## src/rtl/hyperbus_cal_pkg.sv

```systemverilog
// Shared types for the HyperBus RWDS/data delay-line calibration controller.
package hyperbus_cal_pkg;

  localparam int NUM_TAPS = 4;

  typedef logic [1:0]          delay_t;
  typedef logic [NUM_TAPS-1:0] mask_t;

  typedef enum logic [2:0] {
    ST_IDLE,
    ST_APPLY,
    ST_SETTLE,
    ST_PROBE,
    ST_NEXT,
    ST_SELECT
  } cal_state_e;

endpackage

```

## src/rtl/hyperbus_cal_window_sel.sv

```systemverilog
// Picks the centre tap of the longest contiguous run of passing taps (lowest start wins ties,
// no wrap-around, centre rounds toward the lower tap).
module hyperbus_cal_window_sel
  import hyperbus_cal_pkg::*;
(
  input  mask_t  mask_i,
  output logic   valid_o,
  output delay_t tap_o
);

  logic [2:0] best_len;
  logic [2:0] len;
  delay_t     best_start;
  logic       run;

  always_comb begin
    best_len   = '0;
    best_start = '0;
    len        = '0;
    run        = 1'b0;
    for (int s = 0; s < NUM_TAPS; s++) begin
      len = '0;
      run = 1'b1;
      for (int k = s; k < NUM_TAPS; k++) begin
        if (run && mask_i[k]) len = len + 3'd1;
        else                  run = 1'b0;
      end
      // Strict compare keeps the earliest start on equal lengths.
      if (len > best_len) begin
        best_len   = len;
        best_start = 2'(s);
      end
    end
    valid_o = (best_len != 3'd0);
    tap_o   = best_start + 2'((best_len - 3'd1) >> 1);
  end

endmodule

```

## src/rtl/hyperbus_delay_cal.sv

```systemverilog
// Delay-tap sweep and window-centre calibration for the HyperBus PHY.
// Optional manual tap override is built when HYPERBUS_DELAY_CAL_OVERRIDE_EN is defined.
module hyperbus_delay_cal
  import hyperbus_cal_pkg::*;
#(
  parameter int     SETTLE_CYCLES = 16,
  parameter int     SAMPLES       = 8,
  parameter delay_t DEFAULT_DELAY = 2'b01
) (
  input  logic       clk_i,
  input  logic       rst_i,
  input  logic       start_i,
  input  logic       ovr_en_i,
  input  logic [1:0] ovr_delay_i,
  output logic       probe_req_o,
  input  logic       probe_valid_i,
  input  logic       probe_pass_i,
  output delay_t     delay_o,
  output logic       busy_o,
  output logic       done_o,
  output logic       error_o,
  output mask_t      pass_mask_o
);

  localparam logic [7:0] SETTLE_LAST  = 8'(SETTLE_CYCLES - 1);
  localparam logic [7:0] SAMPLES_LAST = 8'(SAMPLES - 1);

  cal_state_e state, state_d;
  delay_t     tap_idx, tap_idx_d;
  logic [7:0] settle_cnt, settle_cnt_d;
  logic [7:0] sample_cnt, sample_cnt_d;
  delay_t     saved_delay, saved_delay_d;
  mask_t      mask_d;
  delay_t     delay_d;
  logic       req_d, busy_d, done_d, error_d;
  logic       sel_valid;
  delay_t     sel_tap;

`ifndef HYPERBUS_DELAY_CAL_OVERRIDE_EN
  logic ovr_unused;
  assign ovr_unused = ^{ovr_en_i, ovr_delay_i};
`endif

  hyperbus_cal_window_sel u_window_sel (
    .mask_i  (pass_mask_o),
    .valid_o (sel_valid),
    .tap_o   (sel_tap)
  );

  always_ff @(posedge clk_i or posedge rst_i) begin
    if (rst_i) begin
      state       <= ST_IDLE;
      tap_idx     <= '0;
      settle_cnt  <= '0;
      sample_cnt  <= '0;
      saved_delay <= DEFAULT_DELAY;
      pass_mask_o <= '0;
      delay_o     <= DEFAULT_DELAY;
      probe_req_o <= 1'b0;
      busy_o      <= 1'b0;
      done_o      <= 1'b0;
      error_o     <= 1'b0;
    end else begin
      state       <= state_d;
      tap_idx     <= tap_idx_d;
      settle_cnt  <= settle_cnt_d;
      sample_cnt  <= sample_cnt_d;
      saved_delay <= saved_delay_d;
      pass_mask_o <= mask_d;
      delay_o     <= delay_d;
      probe_req_o <= req_d;
      busy_o      <= busy_d;
      done_o      <= done_d;
      error_o     <= error_d;
    end
  end

  always_comb begin
    state_d       = state;
    tap_idx_d     = tap_idx;
    settle_cnt_d  = settle_cnt;
    sample_cnt_d  = sample_cnt;
    saved_delay_d = saved_delay;
    mask_d        = pass_mask_o;
    delay_d       = delay_o;
    req_d         = probe_req_o;
    done_d        = 1'b0;
    error_d       = error_o;

    case (state)
      ST_IDLE: begin
        if (start_i) begin
          mask_d        = '0;
          tap_idx_d     = '0;
          saved_delay_d = delay_o;
          state_d       = ST_APPLY;
        end
`ifdef HYPERBUS_DELAY_CAL_OVERRIDE_EN
        else if (ovr_en_i) begin
          delay_d = ovr_delay_i;
        end
`endif
      end
      ST_APPLY: begin
        delay_d      = tap_idx;
        settle_cnt_d = '0;
        sample_cnt_d = '0;
        state_d      = ST_SETTLE;
      end
      ST_SETTLE: begin
        // Raise the request together with entering PROBE so a zero-wait PHY answers at once.
        if (settle_cnt == SETTLE_LAST) begin
          req_d   = 1'b1;
          state_d = ST_PROBE;
        end else begin
          settle_cnt_d = settle_cnt + 8'd1;
        end
      end
      ST_PROBE: begin
        if (!probe_req_o) begin
          req_d = 1'b1;
        end else if (probe_valid_i) begin
          req_d = 1'b0;
          if (!probe_pass_i) begin
            state_d = ST_NEXT;
          end else if (sample_cnt == SAMPLES_LAST) begin
            mask_d[tap_idx] = 1'b1;
            state_d         = ST_NEXT;
          end else begin
            sample_cnt_d = sample_cnt + 8'd1;
          end
        end
      end
      ST_NEXT: begin
        if (tap_idx == 2'd3) begin
          state_d = ST_SELECT;
        end else begin
          tap_idx_d = tap_idx + 2'd1;
          state_d   = ST_APPLY;
        end
      end
      ST_SELECT: begin
        // An empty mask restores the tap that was in use before the sweep.
        if (sel_valid) begin
          delay_d = sel_tap;
          error_d = 1'b0;
        end else begin
          delay_d = saved_delay;
          error_d = 1'b1;
        end
        done_d  = 1'b1;
        state_d = ST_IDLE;
      end
      default: state_d = ST_IDLE;
    endcase

    busy_d = (state_d != ST_IDLE);
  end

endmodule

```

## config.mk

```make
export PLATFORM = sky130hd
export DESIGN_NAME = hyperbus_delay_cal
export DESIGN_NICKNAME = d
export VERILOG_FILES = /design/src/rtl/hyperbus_cal_pkg.sv /design/src/rtl/hyperbus_cal_window_sel.sv /design/src/rtl/hyperbus_delay_cal.sv
export SDC_FILE = /design/constraint.sdc
export NUM_CORES = 1
export LEC_CHECK = 0
export BUFFER_PORTS_ARGS = -buffer_cell sky130_fd_sc_hd__buf_2
export CAP_MARGIN = 20
export CORE_MARGIN = 5
export CORE_UTILIZATION = 50
export CTS_BUF_LIST = sky130_fd_sc_hd__clkbuf_4
export DETAILED_ROUTE_END_ITERATION = 10
export PLACE_DENSITY = 0.68
export RECOVER_POWER = 50
export SLEW_MARGIN = 25
export SYNTH_ARGS = -nofsm -noshare
export SYNTH_HDL_FRONTEND = slang
export SYNTH_SLANG_ARGS = --single-unit
```

## constraint.sdc

```tcl
create_clock -name clk_i -period 6.7 [get_ports clk_i]
set_input_delay 1.005 -clock clk_i [delete_from_list [all_inputs] [get_ports clk_i]]
set_output_delay 1.005 -clock clk_i [all_outputs]
set_load 0.02 [all_outputs]
```

# Word level (Yosys, flattened, before mapping)
# Index checks and enable logic that the tools add are counted.
# W data, S select, Z words.
[op_classes]
bitwise_logic = 1
muxes = 57
n_lt_le_gt_ge = 6
add_sub_neg = 11
eq_ne = 17
n_reduce_logical = 22
[ops]
columns = ["op", "count"]
rows = [
  ["$mux W3", 17],
  ["$mux W8", 5],
  ["$pmux W8 S2", 2],
  ["$mux W4", 5],
  ["$ne A2 B2 Y1 const B", 9],
  ["$mux W1", 17],
  ["$add A8 B1 Y8 const B", 2],
  ["$pmux W3 S5", 1],
  ["$add A3 B1 Y3 const B", 4],
  ["$reduce_bool A2 Y1", 6],
  ["$mux W2", 5],
  ["$eq A8 B3 Y1 const B", 1],
  ["$eq A8 B4 Y1 const B", 1],
  ["$pmux W2 S2", 2],
  ["$pmux W4 S2", 1],
  ["$logic_and A1 B1 Y1", 7],
  ["$eq A3 B2 Y1 const B", 2],
  ["$eq A3 B3 Y1 const B", 2],
  ["$gt A3 B3 Y1", 2],
  ["$reduce_and A2 Y1", 3],
  ["$reduce_and A6 Y1", 1],
  ["$reduce_bool A3 Y1", 2],
  ["$reduce_and A5 Y1", 1],
  ["$add A1 B1 Y2 const B", 2],
  ["14 further kinds", 14],
]
[totals]
register_bits = 33
out_inout_bits = 10
input_bits = 8

# Depth between registers and ports, before layout
# Gate-level depths: netlist of the first run.
[logic_depth]
ltp_word = 19
ltp_mapped = 26
ltp_nobuf = 26

# Cells and area by module
# Synthesis of the first run repeated with hierarchy kept, for this count alone.
[unflattened]
hier_cells = 246
area_unflattened_um2 = 2233.4
[modules_own_cells]
columns = ["module", "area_per_inst_um2", "instances", "seq_area_each_um2", "cells_each"]
rows = [
  ["hyperbus_delay_cal", 1793.0, 1, 828.3, 188],
  ["hyperbus_cal_window_sel", 440.4, 1, 0.0, 58],
]

# Worst setup path after synthesis of the first run
# Ideal clock, no wire load.
[synth_timing]
path_type = "reg-to-reg"
from = "reg pass_mask_o[2]"
to = "reg delay_o[1]"
t_required_ns = 6.574
synth_period_minus_slack_ns = 5.588
path_buffers = 0
t_arrival_ns = 5.462
path_slack_ns = 1.112
stages_incl_launch_ff = 27
setup_ns = 0.126
cell_sequence = "dfrtp_1 > inv_1 > a21boi_0 > ha_1 > nand4_4 > ha_1 > and3_1 > a21oi_1 > mux2_2 > ha_1 > nor2b_1 > o21ai_0 > o21bai_2 > and2_1 > o21bai_1 > ha_1 > nor2_1 > o21a_1 > nand2_1 > a221oi_2 > ha_1 > inv_1 > ha_1 > xnor2_1 > or3_1 > a221o_1 > o311a_1"
[synth_via]
elab_chain_len = 16
[synth_rtl]
columns = ["item", "line_no", "source"]
rows = [
  ["start, declared", "hyperbus_delay_cal.sv:22", "output mask_t pass_mask_o"],
  ["start signal, assigned", "hyperbus_delay_cal.sv:69", "pass_mask_o <= mask_d;"],
  ["$logic_and A1 B1 Y1", "hyperbus_cal_window_sel.sv:25", "if (run && mask_i[k]) len = len + 3'd1;"],
  ["$mux W3 or $mux W1 (tied branches)", "hyperbus_cal_window_sel.sv:25", ""],
  ["$add A3 B1 Y3 or $logic_and A1 B1 Y1 (tied branches)", "hyperbus_cal_window_sel.sv:25", ""],
  ["$mux W3", "hyperbus_cal_window_sel.sv:25", ""],
  ["$gt A3 B1 Y1", "hyperbus_cal_window_sel.sv:29", "if (len > best_len) begin"],
  ["$mux W3", "hyperbus_cal_window_sel.sv:29", ""],
  ["$gt A3 B3 Y1", "hyperbus_cal_window_sel.sv:29", ""],
  ["$mux W3", "hyperbus_cal_window_sel.sv:29", ""],
  ["$gt A3 B3 Y1", "hyperbus_cal_window_sel.sv:29", ""],
  ["$mux W3", "hyperbus_cal_window_sel.sv:29", ""],
  ["$gt A1 B3 Y1", "hyperbus_cal_window_sel.sv:29", ""],
  ["$mux W3", "hyperbus_cal_window_sel.sv:29", ""],
  ["$sub A3 B1 Y3", "hyperbus_cal_window_sel.sv:35", "tap_o = best_start + 2'((best_len - 3'd1) >> 1);"],
  ["$add A2 B2 Y2", "hyperbus_cal_window_sel.sv:35", ""],
  ["$mux W2 (*)", "hyperbus_delay_cal.sv:144", "if (sel_valid) begin"],
  ["$pmux W2 S2 (*)", "hyperbus_delay_cal.sv:90", "case (state)"],
  ["end signal, assigned", "hyperbus_delay_cal.sv:70", "delay_o <= delay_d;"],
  ["end, declared", "hyperbus_delay_cal.sv:18", "output delay_t delay_o,"],
]
# Mark *: on every way between the ends. The rest lies on a longest branch, timed or not.
# A chain may end at the register's enable or synchronous reset.

# Final worst setup path of the first run
# Same ends and word-level chain as after synthesis.

==> results of run 1 <==
power by group through the flow:
stage	registers (mW)	logic, mW	clock network, mW
final	0.336	0.587	0.107
after global routing	0.350	0.669	0.121
after CTS	0.336	0.591	0.110
after detailed placement	0.340	0.587	0
after global placement	0.337	0.578	0
after floorplan	0.336	0.473	0
metal layers:
metal | up-vias | wire (µm)
met1 | 776 | 2230
met5 | - | 0
met3 | 5 | 166
li1 | 876 | -
met4 | 0 | 37
met2 | 27 | 1700
layout make-up:
| type | instances | share of cell area |
|---|---|---|
| tap | 52 | 0.0272 |
| inverter | 15 | 0.0236 |
| timing repair buffer | 15 | 0.0309 |
| clock buffer | 6 | 0.0189 |
| multi-input combinational | 181 | 0.551 |
| sequential | 33 | 0.347 |
| clock inverter | 1 | 0.00157 |
path summary, 6_finish.rpt:
check                                     from            end  slack, ns  depth (start not counted)
worst max-delay path            pass_mask_o[2]     delay_o[1]       0.56                         26
worst min-delay path             settle_cnt[0]  settle_cnt[0]       0.52                          1
worst max register to register  pass_mask_o[2]     delay_o[1]       0.56                         26
worst min register to register   settle_cnt[0]  settle_cnt[0]       0.52                          1
max in group asynchronous                rst_i  sample_cnt[0]       4.42                          3
min in group asynchronous                rst_i     delay_o[1]       1.27                          3
per-stage QoR:
| stage | worst slack, ns | area (µm²) | hold slack, ns |
|---|---|---|---|
| after floorplan | 1.11 | 2230 | 0.471 |
| after global placement | 0.673 | 2350 | 0.491 |
| after detailed placement | 0.586 | 2350 | 0.495 |
| after CTS | 0.566 | 2400 | 0.524 |
| after global routing | 0.164 | 2390 | 0.542 |
| final | 0.563 | 2390 | 0.518 |
worst max-delay path, cell delays in order (launching register included):
cell                       delay [ns]
sky130_fd_sc_hd__dfrtp_1         0.46
sky130_fd_sc_hd__inv_1           0.08
sky130_fd_sc_hd__a21boi_0        0.20
sky130_fd_sc_hd__ha_1            0.22
sky130_fd_sc_hd__nand4_4         0.19
sky130_fd_sc_hd__ha_1            0.37
sky130_fd_sc_hd__and3_1          0.17
sky130_fd_sc_hd__a21oi_1         0.28
sky130_fd_sc_hd__mux2_2          0.44
sky130_fd_sc_hd__ha_1            0.30
sky130_fd_sc_hd__nor2b_1         0.13
sky130_fd_sc_hd__o21ai_0         0.28
sky130_fd_sc_hd__o21bai_2        0.25
sky130_fd_sc_hd__and2_1          0.21
sky130_fd_sc_hd__o21bai_1        0.13
sky130_fd_sc_hd__ha_1            0.25
sky130_fd_sc_hd__nor2_1          0.10
sky130_fd_sc_hd__o21a_1          0.21
sky130_fd_sc_hd__nand2_1         0.09
sky130_fd_sc_hd__a221oi_2        0.33
sky130_fd_sc_hd__ha_1            0.29
sky130_fd_sc_hd__inv_1           0.06
sky130_fd_sc_hd__ha_1            0.15
sky130_fd_sc_hd__xnor2_1         0.10
sky130_fd_sc_hd__or3_1           0.31
sky130_fd_sc_hd__a221o_1         0.32
sky130_fd_sc_hd__o311a_1         0.12
synthesized netlist by cell type (2+ instances only):
cell type and number:
sky130_fd_sc_hd__a22oi_1 2, sky130_fd_sc_hd__mux2_2 6, sky130_fd_sc_hd__a21oi_1 11, sky130_fd_sc_hd__a22o_1 4, sky130_fd_sc_hd__inv_2 2, sky130_fd_sc_hd__o21a_1 2
sky130_fd_sc_hd__nor3_1 2, sky130_fd_sc_hd__and2_1 4, sky130_fd_sc_hd__o21ai_0 13, sky130_fd_sc_hd__o21ai_1 2, sky130_fd_sc_hd__nor3b_1 2, sky130_fd_sc_hd__a221o_1 2
sky130_fd_sc_hd__dfstp_2 2, sky130_fd_sc_hd__xnor2_1 5, sky130_fd_sc_hd__dfrtp_1 31, sky130_fd_sc_hd__o31ai_1 4, sky130_fd_sc_hd__a21boi_1 2, sky130_fd_sc_hd__inv_1 13
sky130_fd_sc_hd__ha_1 16, sky130_fd_sc_hd__nand4_1 2, sky130_fd_sc_hd__xor2_1 5, sky130_fd_sc_hd__nand2b_1 5, sky130_fd_sc_hd__a21boi_0 2, sky130_fd_sc_hd__and3_1 5
sky130_fd_sc_hd__o211ai_1 3, sky130_fd_sc_hd__clkbuf_1 3, sky130_fd_sc_hd__nand3_1 6, sky130_fd_sc_hd__a2bb2oi_1 2, sky130_fd_sc_hd__or4_1 3, sky130_fd_sc_hd__mux2i_1 4
sky130_fd_sc_hd__nand2_1 20, sky130_fd_sc_hd__a21o_1 2, sky130_fd_sc_hd__nor2_1 22
state kept, by name, summed over array words and instances, names as in the netlist, 2 cells and up:
signal,count
tap_idx,2
saved_delay,2
sample_cnt,8
settle_cnt,8
delay_o,2
state,3
pass_mask_o,4
cells by family after synthesis:
group	Yosys count	share of synthesized area
flops	33	0.372
compound gates	63	0.211
mux	10	0.0483
buf+inv	20	0.0343
other cells	1	0.00168
fa+ha+maj	16	0.0899
simple gates	81	0.203
xor+xnor	10	0.0393
==> summary.txt, run 1 <==
Clock tree
  – Count of instances resized after the clock tree is built: 0
  – Hold-fix buffers at CTS: 0
  – Number of buffers inserted during clock tree synthesis: 5
  – Depth of the CTS H-tree: 2
  – Post-CTS setup buffers: 0
  – Cell at the root of the clock tree: sky130_fd_sc_hd__clkbuf_4
  – Sink count of the clock tree: 33
  – Register clock-pin slew on the reported worst setup and hold paths: 0.10 ns
  – Clock tree from TritonCTS: yes
  – Skew-Pair Late Insertion Delay: 0.32 ns
  – Clk buf depth: 2

Critical path
  – Critical path endpoint category: flop
  – Endpoint required time on the critical path: 6.92 ns
  – Worst path arrival time: 6.36 ns
  – Kind of critical path: reg2reg
  – Critical Path Source Type: flop
  – Crit Path Max Fanout: 9

Detailed routing
  – Drt via density: 5.56
  – First-iteration detailed-routing DRC count: 87
  – Overall via count from detail_route: 1684
  – DRT antenna net count: 0
  – First-pass iteration count of the detailed router: 4
  – Drt total wl: 4.13 mm
  – Remaining DRCs: 0
  – Wire length per cell: 13.6 µm

Synthesis
  – Share of the synthesized area in the top cell type: 0.348
  – Async set-reset flop share out of synthesis: 1.00
  – Syn_area_per_cell: 9.52 µm²
  – Warnings from Yosys: 0
  – Top_reg_cell synth: sky130_fd_sc_hd__dfrtp_1
  – Total standard cell area after synthesis: 2230 µm²
  – Post-synthesis cell count: 234
  – Share of the yosys chip area belonging to registers: 0.372
  – Post-synth top area cell: sky130_fd_sc_hd__dfrtp_1
  – Number of enable flip-flop cells after synthesis: 0
  – Count of state elements after synthesis: 33
  – Synthesized Nets: 258
  – Cell variety after synth: 58
  – Biggest area contributors in the synthesized netlist: sky130_fd_sc_hd__dfrtp_1 35%, sky130_fd_sc_hd__ha_1 9.0%, sky130_fd_sc_hd__nor2_1 3.7%, sky130_fd_sc_hd__nand2_1 3.4%, sky130_fd_sc_hd__mux2_2 3.0%

Power and ir drop
  – Power per standard cell area: 431 nW/µm²
  – Fraction of power consumed by sequential logic: 0.326
  – Switching share of total power: 0.453
  – Proportion of power drawn by the clock network: 0.104
  – Logic pwr share: 0.570
  – Post-layout total power: 1.03 mW
  – Switching power: 0.466 mW
  – Leakage power: 1.07 nW
  – VDD IR max: 0.221 mV
  – Design internal power: 0.564 mW

Finish
  – Area of the multi-input gates: 1320 µm²
  – Ratio of cells with drive above 1 in the final layout: 0.159
  – Number of inserted diodes: 0
  – Fin util: 0.552
  – Most frequent cells in the layout: 31 x sky130_fd_sc_hd__dfrtp_1, 22 x sky130_fd_sc_hd__nor2_1, 20 x sky130_fd_sc_hd__nand2_1
  – Number of nets in the layout: 275
  – Most common cell after layout, fill and taps aside: sky130_fd_sc_hd__dfrtp_1
  – Number of cells in the finished layout apart from fillers: 303
  – Register cell area after layout: 828 µm²
  – Fillers: 415
  – Area growth syn-to-layout: 7.25%

Floorplan
  – Floorplan die height: 76.7 µm
  – Core area: 4320 µm²
  – Placement Rows: 24
  – Area of the die: 5890 µm²
  – I/O pin count: 18
  – Width of the die: 76.7 µm
  – Initial cell density of the core: 0.515

GRT
  – Via count of the first global-routing pass: 1563
  – Pin count of the biggest net entering global routing: 34
  – Global Route Usage Sum: 0.151
  – Global-route wire length before repair: 7.43 mm
  – Antenna violations before repair: 0
  – Met3 GRT Util: 0.0398
  – Global-route track usage on met1: 0.232
  – Met2 global-route usage: 0.207
  – Overflow after GRT: 0
  – Busiest layer in global routing: met1

Timing
  – Post-route fraction of the period consumed by the critical path: 0.916
  – Minimum clock period: 6.14 ns
  – Number of pins exceeding their max-slew limit in the final report: 34
  – RSZ-0062 raised after global routing: no
  – Slew margin rel.: -0.161
  – Maximum clock rate: 0.163 GHz
  – Least-Margin Pin Slew: 1.74 ns
  – Post-Route Setup TNS: 0 ns
  – Fin. Hold Viols: 0
  – Final setup violating endpoints: 0
  – Setup clock skew after layout: 0.00901 ns

Placed design
  – Routability congestion estimate: 0.784
  – Post-DP HPWL: 3.03 mm
  – Number of port buffers: 14
  – Total instance count after detailed placement: 296

Outcome
  – Run status: finished, violations left
  – Violated checks: capacitance limit, slew limit

Hold path
  – Worst min-delay path class: reg2reg

Flow run
  – Reported max-cap violation count: 1
No activity file was read; power rests on OpenSTA's default activity.
==> inputs of run 2 (changes only) <==
--- a/config.mk
+++ b/config.mk
@@ -6,7 +6,7 @@
 export NUM_CORES = 1
 export LEC_CHECK = 0
 export BUFFER_PORTS_ARGS = -buffer_cell sky130_fd_sc_hd__buf_2
-export CAP_MARGIN = 20
+export CAP_MARGIN = 10
 export CORE_MARGIN = 5
 export CORE_UTILIZATION = 50
 export CTS_BUF_LIST = sky130_fd_sc_hd__clkbuf_4
==> constraint.sdc (replaced) <==
create_clock -name clk_i -period 7 [get_ports clk_i]
set_input_delay 1.05 -clock clk_i [delete_from_list [all_inputs] [get_ports clk_i]]
set_output_delay 1.05 -clock clk_i [all_outputs]
set_load 0.02 [all_outputs]
==> summary.txt, run 2 (synthesis results as in run 1) <==
Outcome
  – Run status: finished, violations left
  – Violated checks: capacitance limit, slew limit

Critical path
  – Worst path arrival time: 6.37 ns
  – Setup slack on the worst flop-to-flop path: 0.86 ns
  – Most common cell type on the critical path: sky130_fd_sc_hd__ha_1
  – Origin of the critical flop-to-flop path: pass_mask_o[2]
  – Number of buffers and inverters on the critical path: 2
  – Critical Path Source Type: flop
  – Endpoint required time on the critical path: 7.23 ns
  – Cell with the largest stage delay on the worst path: sky130_fd_sc_hd__dfrtp_1
  – Capture point of the worst reg-to-reg path: delay_o[1]
  – Crit Path Max Fanout: 9
  – Cell class contributing the biggest share of worst-path delay: compound AO/OA/AOI/OAI gates
  – Kind of critical path: reg2reg
  – Depth of the worst register-to-register path: 26
  – Crit path largest cell delay: 0.45 ns
  – Critical path endpoint category: flop

Timing
  – Fin. Hold Viols: 0
  – Post-route fraction of the period consumed by the critical path: 0.877
  – Setup clock skew after layout: 0.00540 ns
  – RSZ-0062 raised after global routing: no
  – Slew margin rel.: -0.151
  – Final hold slack: 0.521 ns
  – Least-Margin Pin Slew: 1.73 ns
  – Minimum clock period: 6.14 ns
  – Post-Route Setup TNS: 0 ns
  – Maximum clock rate: 0.163 GHz
  – Final setup violating endpoints: 0
  – Number of pins exceeding their max-slew limit in the final report: 34

Hold path
  – Worst Hold Depth: 1
  – Sink of the worst hold path: settle_cnt[0]
  – Hold path startpoint: settle_cnt[0]
  – Worst min-delay path class: reg2reg

Finish
  – Register cell area after layout: 828 µm²
  – Number of inserted diodes: 0
  – Area growth syn-to-layout: 8.60%
  – Most frequent cells in the layout: 31 x sky130_fd_sc_hd__dfrtp_1, 22 x sky130_fd_sc_hd__nor2_1, 20 x sky130_fd_sc_hd__nand2_1
  – Area of the multi-input gates: 1320 µm²
  – Registers with the most flip-flops: sample_cnt x8, settle_cnt x8, pass_mask_o x4
  – Most common cell after layout, fill and taps aside: sky130_fd_sc_hd__dfrtp_1
  – Number of nets in the layout: 275
  – Ratio of cells with drive above 1 in the final layout: 0.163
  – Fillers: 407

Detailed routing
  – Remaining DRCs: 0
  – DRT antenna net count: 0
  – Drt via density: 5.70
  – Drt total wl: 4.12 mm
  – First-iteration detailed-routing DRC count: 95
  – Wire length per cell: 13.6 µm
  – First-pass iteration count of the detailed router: 4
  – Overall via count from detail_route: 1732

Floorplan
  – Width of the die: 76.7 µm
  – Initial cell density of the core: 0.515
  – Area of the die: 5890 µm²
  – Placement Rows: 24
  – Core area: 4320 µm²
  – I/O pin count: 18
  – Floorplan die height: 76.7 µm

Clock tree
  – Post-CTS setup buffers: 0
  – Register clock-pin slew on the reported worst setup and hold paths: 0.10 ns
  – Clk buf depth: 2
  – Count of instances resized after the clock tree is built: 0
  – Skew-Pair Late Insertion Delay: 0.34 ns
  – Cell at the root of the clock tree: sky130_fd_sc_hd__clkbuf_4
  – Clock tree from TritonCTS: yes
  – Depth of the CTS H-tree: 2
  – Number of buffers inserted during clock tree synthesis: 5
  – Sink count of the clock tree: 33
  – Hold-fix buffers at CTS: 0

GRT
  – Pin count of the biggest net entering global routing: 34
  – Global-route wire length before repair: 7.34 mm
  – Global Route Usage Sum: 0.151
  – Antenna violations before repair: 0
  – Overflow after GRT: 0
  – Via count of the first global-routing pass: 1581

Flow run
  – Reported max-cap violation count: 1

Power and ir drop
  – VDD IR max: 0.250 mV
  – Switching power: 0.449 mW
  – Fraction of power consumed by sequential logic: 0.312
  – Design internal power: 0.578 mW
  – Proportion of power drawn by the clock network: 0.139
  – Logic pwr share: 0.548
  – Leakage power: 1.08 nW
  – Switching share of total power: 0.437
  – Power per standard cell area: 425 nW/µm²

Placed design
  – Number of port buffers: 14
  – Routability congestion estimate: 0.785
  – Post-DP HPWL: 3.03 mm
run 2: metrics by stage:
| step | cells | util | total power [mW] | area (µm²) | worst slack, ns |
|---|---|---|---|---|---|
| floorplan | 234 | - | 0.774 | 2230 | 1.41 |
| global placement | 296 | 0.543 | 0.876 | 2350 | 0.972 |
| detailed placement | 296 | 0.543 | 0.889 | 2350 | 0.874 |
| CTS | 304 | 0.562 | 1.04 | 2430 | 0.866 |
| global route | 304 | 0.559 | 1.13 | 2420 | 0.458 |
| finish | 304 | 0.559 | 1.03 | 2420 | 0.858 |
run 2: metal layers:
| layer | vias up | share of wire | track usage |
|---|---|---|---|
| li1 | 875 | - | - |
| met1 | 815 | 0.53 | 0.229 |
| met2 | 35 | 0.41 | 0.201 |
| met3 | 7 | 0.049 | 0.0422 |
| met4 | 0 | 0.015 | 0.0524 |
| met5 | - | 0 | 0 |
run 2: worst max-delay path by stage:
stage,startpoint,to,slack (ns),depth (start not counted)
floorplan,pass_mask_o[2],delay_o[1],1.41,26
global placement,pass_mask_o[2],delay_o[1],0.97,26
detailed placement,pass_mask_o[2],delay_o[1],0.87,26
CTS,pass_mask_o[2],delay_o[1],0.87,26
global route,pass_mask_o[2],delay_o[1],0.46,26
finish,pass_mask_o[2],delay_o[1],0.86,26
run 2: cell type report:
type                       instances  share of cell area
sequential                        33               0.342
inverter                          15              0.0233
tap                               52              0.0269
clock buffer                       6              0.0186
timing repair buffer              15              0.0305
multi-input combinational        181               0.544
clock inverter                     2              0.0140
run 2: power groups by stage:
stage               Clock, mW  Sequential [mW]  Combinational [mW]
finish                  0.143            0.321               0.563
global route            0.159            0.334               0.642
CTS                     0.149            0.321               0.567
detailed placement          0            0.325               0.564
global placement            0            0.323               0.553
floorplan                   0            0.321               0.453
run 2: worst reg2reg max path: cells and delay by family (launching register included):
family / cells / cell delay (ns)
mux: 1 / 0.44
simple gates: 7 / 1.20
buf+inv: 2 / 0.14
xor+xnor: 1 / 0.10
flops: 1 / 0.45
compound gates: 9 / 2.10
fa+ha+maj: 6 / 1.59
==> inputs of run 3 (changes only) <==
--- a/config.mk
+++ b/config.mk
@@ -11,6 +11,7 @@
 export CORE_UTILIZATION = 50
 export CTS_BUF_LIST = sky130_fd_sc_hd__clkbuf_4
 export DETAILED_ROUTE_END_ITERATION = 10
+export MAX_ROUTING_LAYER = met4
 export PLACE_DENSITY = 0.68
 export RECOVER_POWER = 50
 export SLEW_MARGIN = 25
==> summary.txt, run 3 (synthesis results as in run 1) <==
Timing
  – Slew margin rel.: -0.151
  – Maximum clock rate: 0.163 GHz
  – Minimum clock period: 6.14 ns
  – Post-Route Setup TNS: 0 ns
  – Final setup violating endpoints: 0
  – Fin. Hold Viols: 0
  – Least-Margin Pin Slew: 1.73 ns
  – Worst Setup Slack, final: 0.858 ns
  – Number of pins exceeding their max-slew limit in the final report: 34
  – Post-route fraction of the period consumed by the critical path: 0.877
  – RSZ-0062 raised after global routing: no
  – Setup clock skew after layout: 0.00544 ns

GRT
  – Antenna violations before repair: 0
  – Overflow after GRT: 0
  – Global Route Usage Sum: 0.155
  – Via count of the first global-routing pass: 1581
  – Pin count of the biggest net entering global routing: 34
  – Global-route wire length before repair: 7.34 mm

Detailed routing
  – Routed metal-1 wire length: 2.19 mm
  – Wire length per cell: 13.6 µm
  – Drt total wl: 4.12 mm
  – Remaining DRCs: 0
  – First-iteration detailed-routing DRC count: 95
  – DRT antenna net count: 0
  – First-pass iteration count of the detailed router: 4
  – Wire length on met3: 199 µm
  – Top layer in use: met4
  – Met2 WL: 1.67 mm
  – Overall via count from detail_route: 1729
  – Drt via density: 5.69

Power and ir drop
  – Logic pwr share: 0.548
  – Leakage power: 1.08 nW
  – Switching power: 0.449 mW
  – Design internal power: 0.578 mW
  – Switching share of total power: 0.437
  – VDD IR max: 0.250 mV
  – Fraction of power consumed by sequential logic: 0.313
  – Proportion of power drawn by the clock network: 0.139
  – Power per standard cell area: 425 nW/µm²

Clock tree
  – Number of buffers inserted during clock tree synthesis: 5
  – Clk buf depth: 2
  – Depth of the CTS H-tree: 2
  – Post-CTS setup buffers: 0
  – Skew-Pair Late Insertion Delay: 0.34 ns
  – Count of instances resized after the clock tree is built: 0
  – Clock tree from TritonCTS: yes
  – Hold-fix buffers at CTS: 0
  – Register clock-pin slew on the reported worst setup and hold paths: 0.10 ns
  – Cell at the root of the clock tree: sky130_fd_sc_hd__clkbuf_4
  – Sink count of the clock tree: 33

Critical path
  – Crit Path Max Fanout: 9
  – Critical Path Source Type: flop
  – Worst path arrival time: 6.37 ns
  – Critical path endpoint category: flop
  – Endpoint required time on the critical path: 7.23 ns
  – Kind of critical path: reg2reg

Finish
  – Number of inserted diodes: 0
  – Fin util: 0.559
  – Registers with the most flip-flops: sample_cnt x8, settle_cnt x8, pass_mask_o x4
  – Most frequent cells in the layout: 31 x sky130_fd_sc_hd__dfrtp_1, 22 x sky130_fd_sc_hd__nor2_1, 20 x sky130_fd_sc_hd__nand2_1
  – Most common cell after layout, fill and taps aside: sky130_fd_sc_hd__dfrtp_1
  – Number of nets in the layout: 275
  – Area growth syn-to-layout: 8.60%
  – Ratio of cells with drive above 1 in the final layout: 0.163

Floorplan
  – Core area: 4320 µm²
  – Placement Rows: 24
  – Width of the die: 76.7 µm
  – I/O pin count: 18
  – Initial cell density of the core: 0.515
  – Area of the die: 5890 µm²
  – Floorplan die height: 76.7 µm

Placed design
  – Routability congestion estimate: 0.796
  – Post-DP HPWL: 3.03 mm
  – Pre-CTS setup slack: 0.874 ns
  – Number of port buffers: 14

Outcome
  – Run status: finished, violations left
  – Violated checks: capacitance limit, slew limit

Hold path
  – Worst min-delay path class: reg2reg

Flow run
  – Reported max-cap violation count: 1
run 3: cell counts in the layout (fill, tap and decap cells not counted):
Identical to the previous run, type by type.
run 3: final cells by class:
| cell class | instances | area, µm² |
|---|---|---|
| clock buffer | 6 | 45.0 |
| clock inverter | 2 | 33.8 |
| fill | 407 | 1910 |
| inverter | 15 | 56.3 |
| multi-input combinational | 181 | 1320 |
| sequential | 33 | 828 |
| tap | 52 | 65.1 |
| timing repair buffer | 15 | 73.8 |
run 3: per-stage QoR:
stage                     hold WS (ns)  area, µm²  total power, mW  instances
after floorplan                  0.471       2230            0.774        234
after global placement           0.490       2350            0.876        296
after detailed placement         0.495       2350            0.889        296
after CTS                        0.525       2430             1.04        304
after global routing             0.544       2420             1.13        304
final                            0.521       2420             1.03        304
run 3: worst max-delay path: stages, from the launching register on:
cell                       delay, ns
sky130_fd_sc_hd__dfrtp_1        0.45
sky130_fd_sc_hd__inv_1          0.08
sky130_fd_sc_hd__a21boi_0       0.19
sky130_fd_sc_hd__ha_1           0.22
sky130_fd_sc_hd__nand4_4        0.19
sky130_fd_sc_hd__ha_1           0.38
sky130_fd_sc_hd__and3_1         0.17
sky130_fd_sc_hd__a21oi_1        0.29
sky130_fd_sc_hd__mux2_2         0.44
sky130_fd_sc_hd__ha_1           0.30
sky130_fd_sc_hd__nor2b_1        0.13
sky130_fd_sc_hd__o21ai_0        0.27
sky130_fd_sc_hd__o21bai_2       0.24
sky130_fd_sc_hd__and2_1         0.21
sky130_fd_sc_hd__o21bai_1       0.13
sky130_fd_sc_hd__ha_1           0.25
sky130_fd_sc_hd__nor2_1         0.10
sky130_fd_sc_hd__o21a_1         0.21
sky130_fd_sc_hd__nand2_1        0.09
sky130_fd_sc_hd__a221oi_2       0.33
sky130_fd_sc_hd__ha_1           0.29
sky130_fd_sc_hd__inv_1          0.06
sky130_fd_sc_hd__ha_1           0.15
sky130_fd_sc_hd__xnor2_1        0.10
sky130_fd_sc_hd__or3_1          0.31
sky130_fd_sc_hd__a221o_1        0.32
sky130_fd_sc_hd__o311a_1        0.12
run 3: power groups by stage:
stage | registers, mW | clock network (mW) | logic [mW]
after detailed placement | 0.325 | 0 | 0.564
after global routing | 0.334 | 0.159 | 0.642
final | 0.321 | 0.143 | 0.563
after global placement | 0.323 | 0 | 0.553
after CTS | 0.321 | 0.149 | 0.567
after floorplan | 0.321 | 0 | 0.453
run 3: routing by layer:
metal	vias up	GRT usage
met3	7	0.0422
li1	875	-
met1	814	0.229
met2	33	0.201
met5	-	-
met4	0	0.0524
run 3: final timing paths:
kind / start / endpoint / slack [ns] / cells after the start
max: pass_mask_o[2] / delay_o[1] / 0.86 / 26
min: settle_cnt[0] / settle_cnt[0] / 0.52 / 1
max reg2reg: pass_mask_o[2] / delay_o[1] / 0.86 / 26
min reg2reg: settle_cnt[0] / settle_cnt[0] / 0.52 / 1
max in group asynchronous: rst_i / sample_cnt[7] / 4.70 / 3
min in group asynchronous: rst_i / settle_cnt[2] / 1.30 / 3
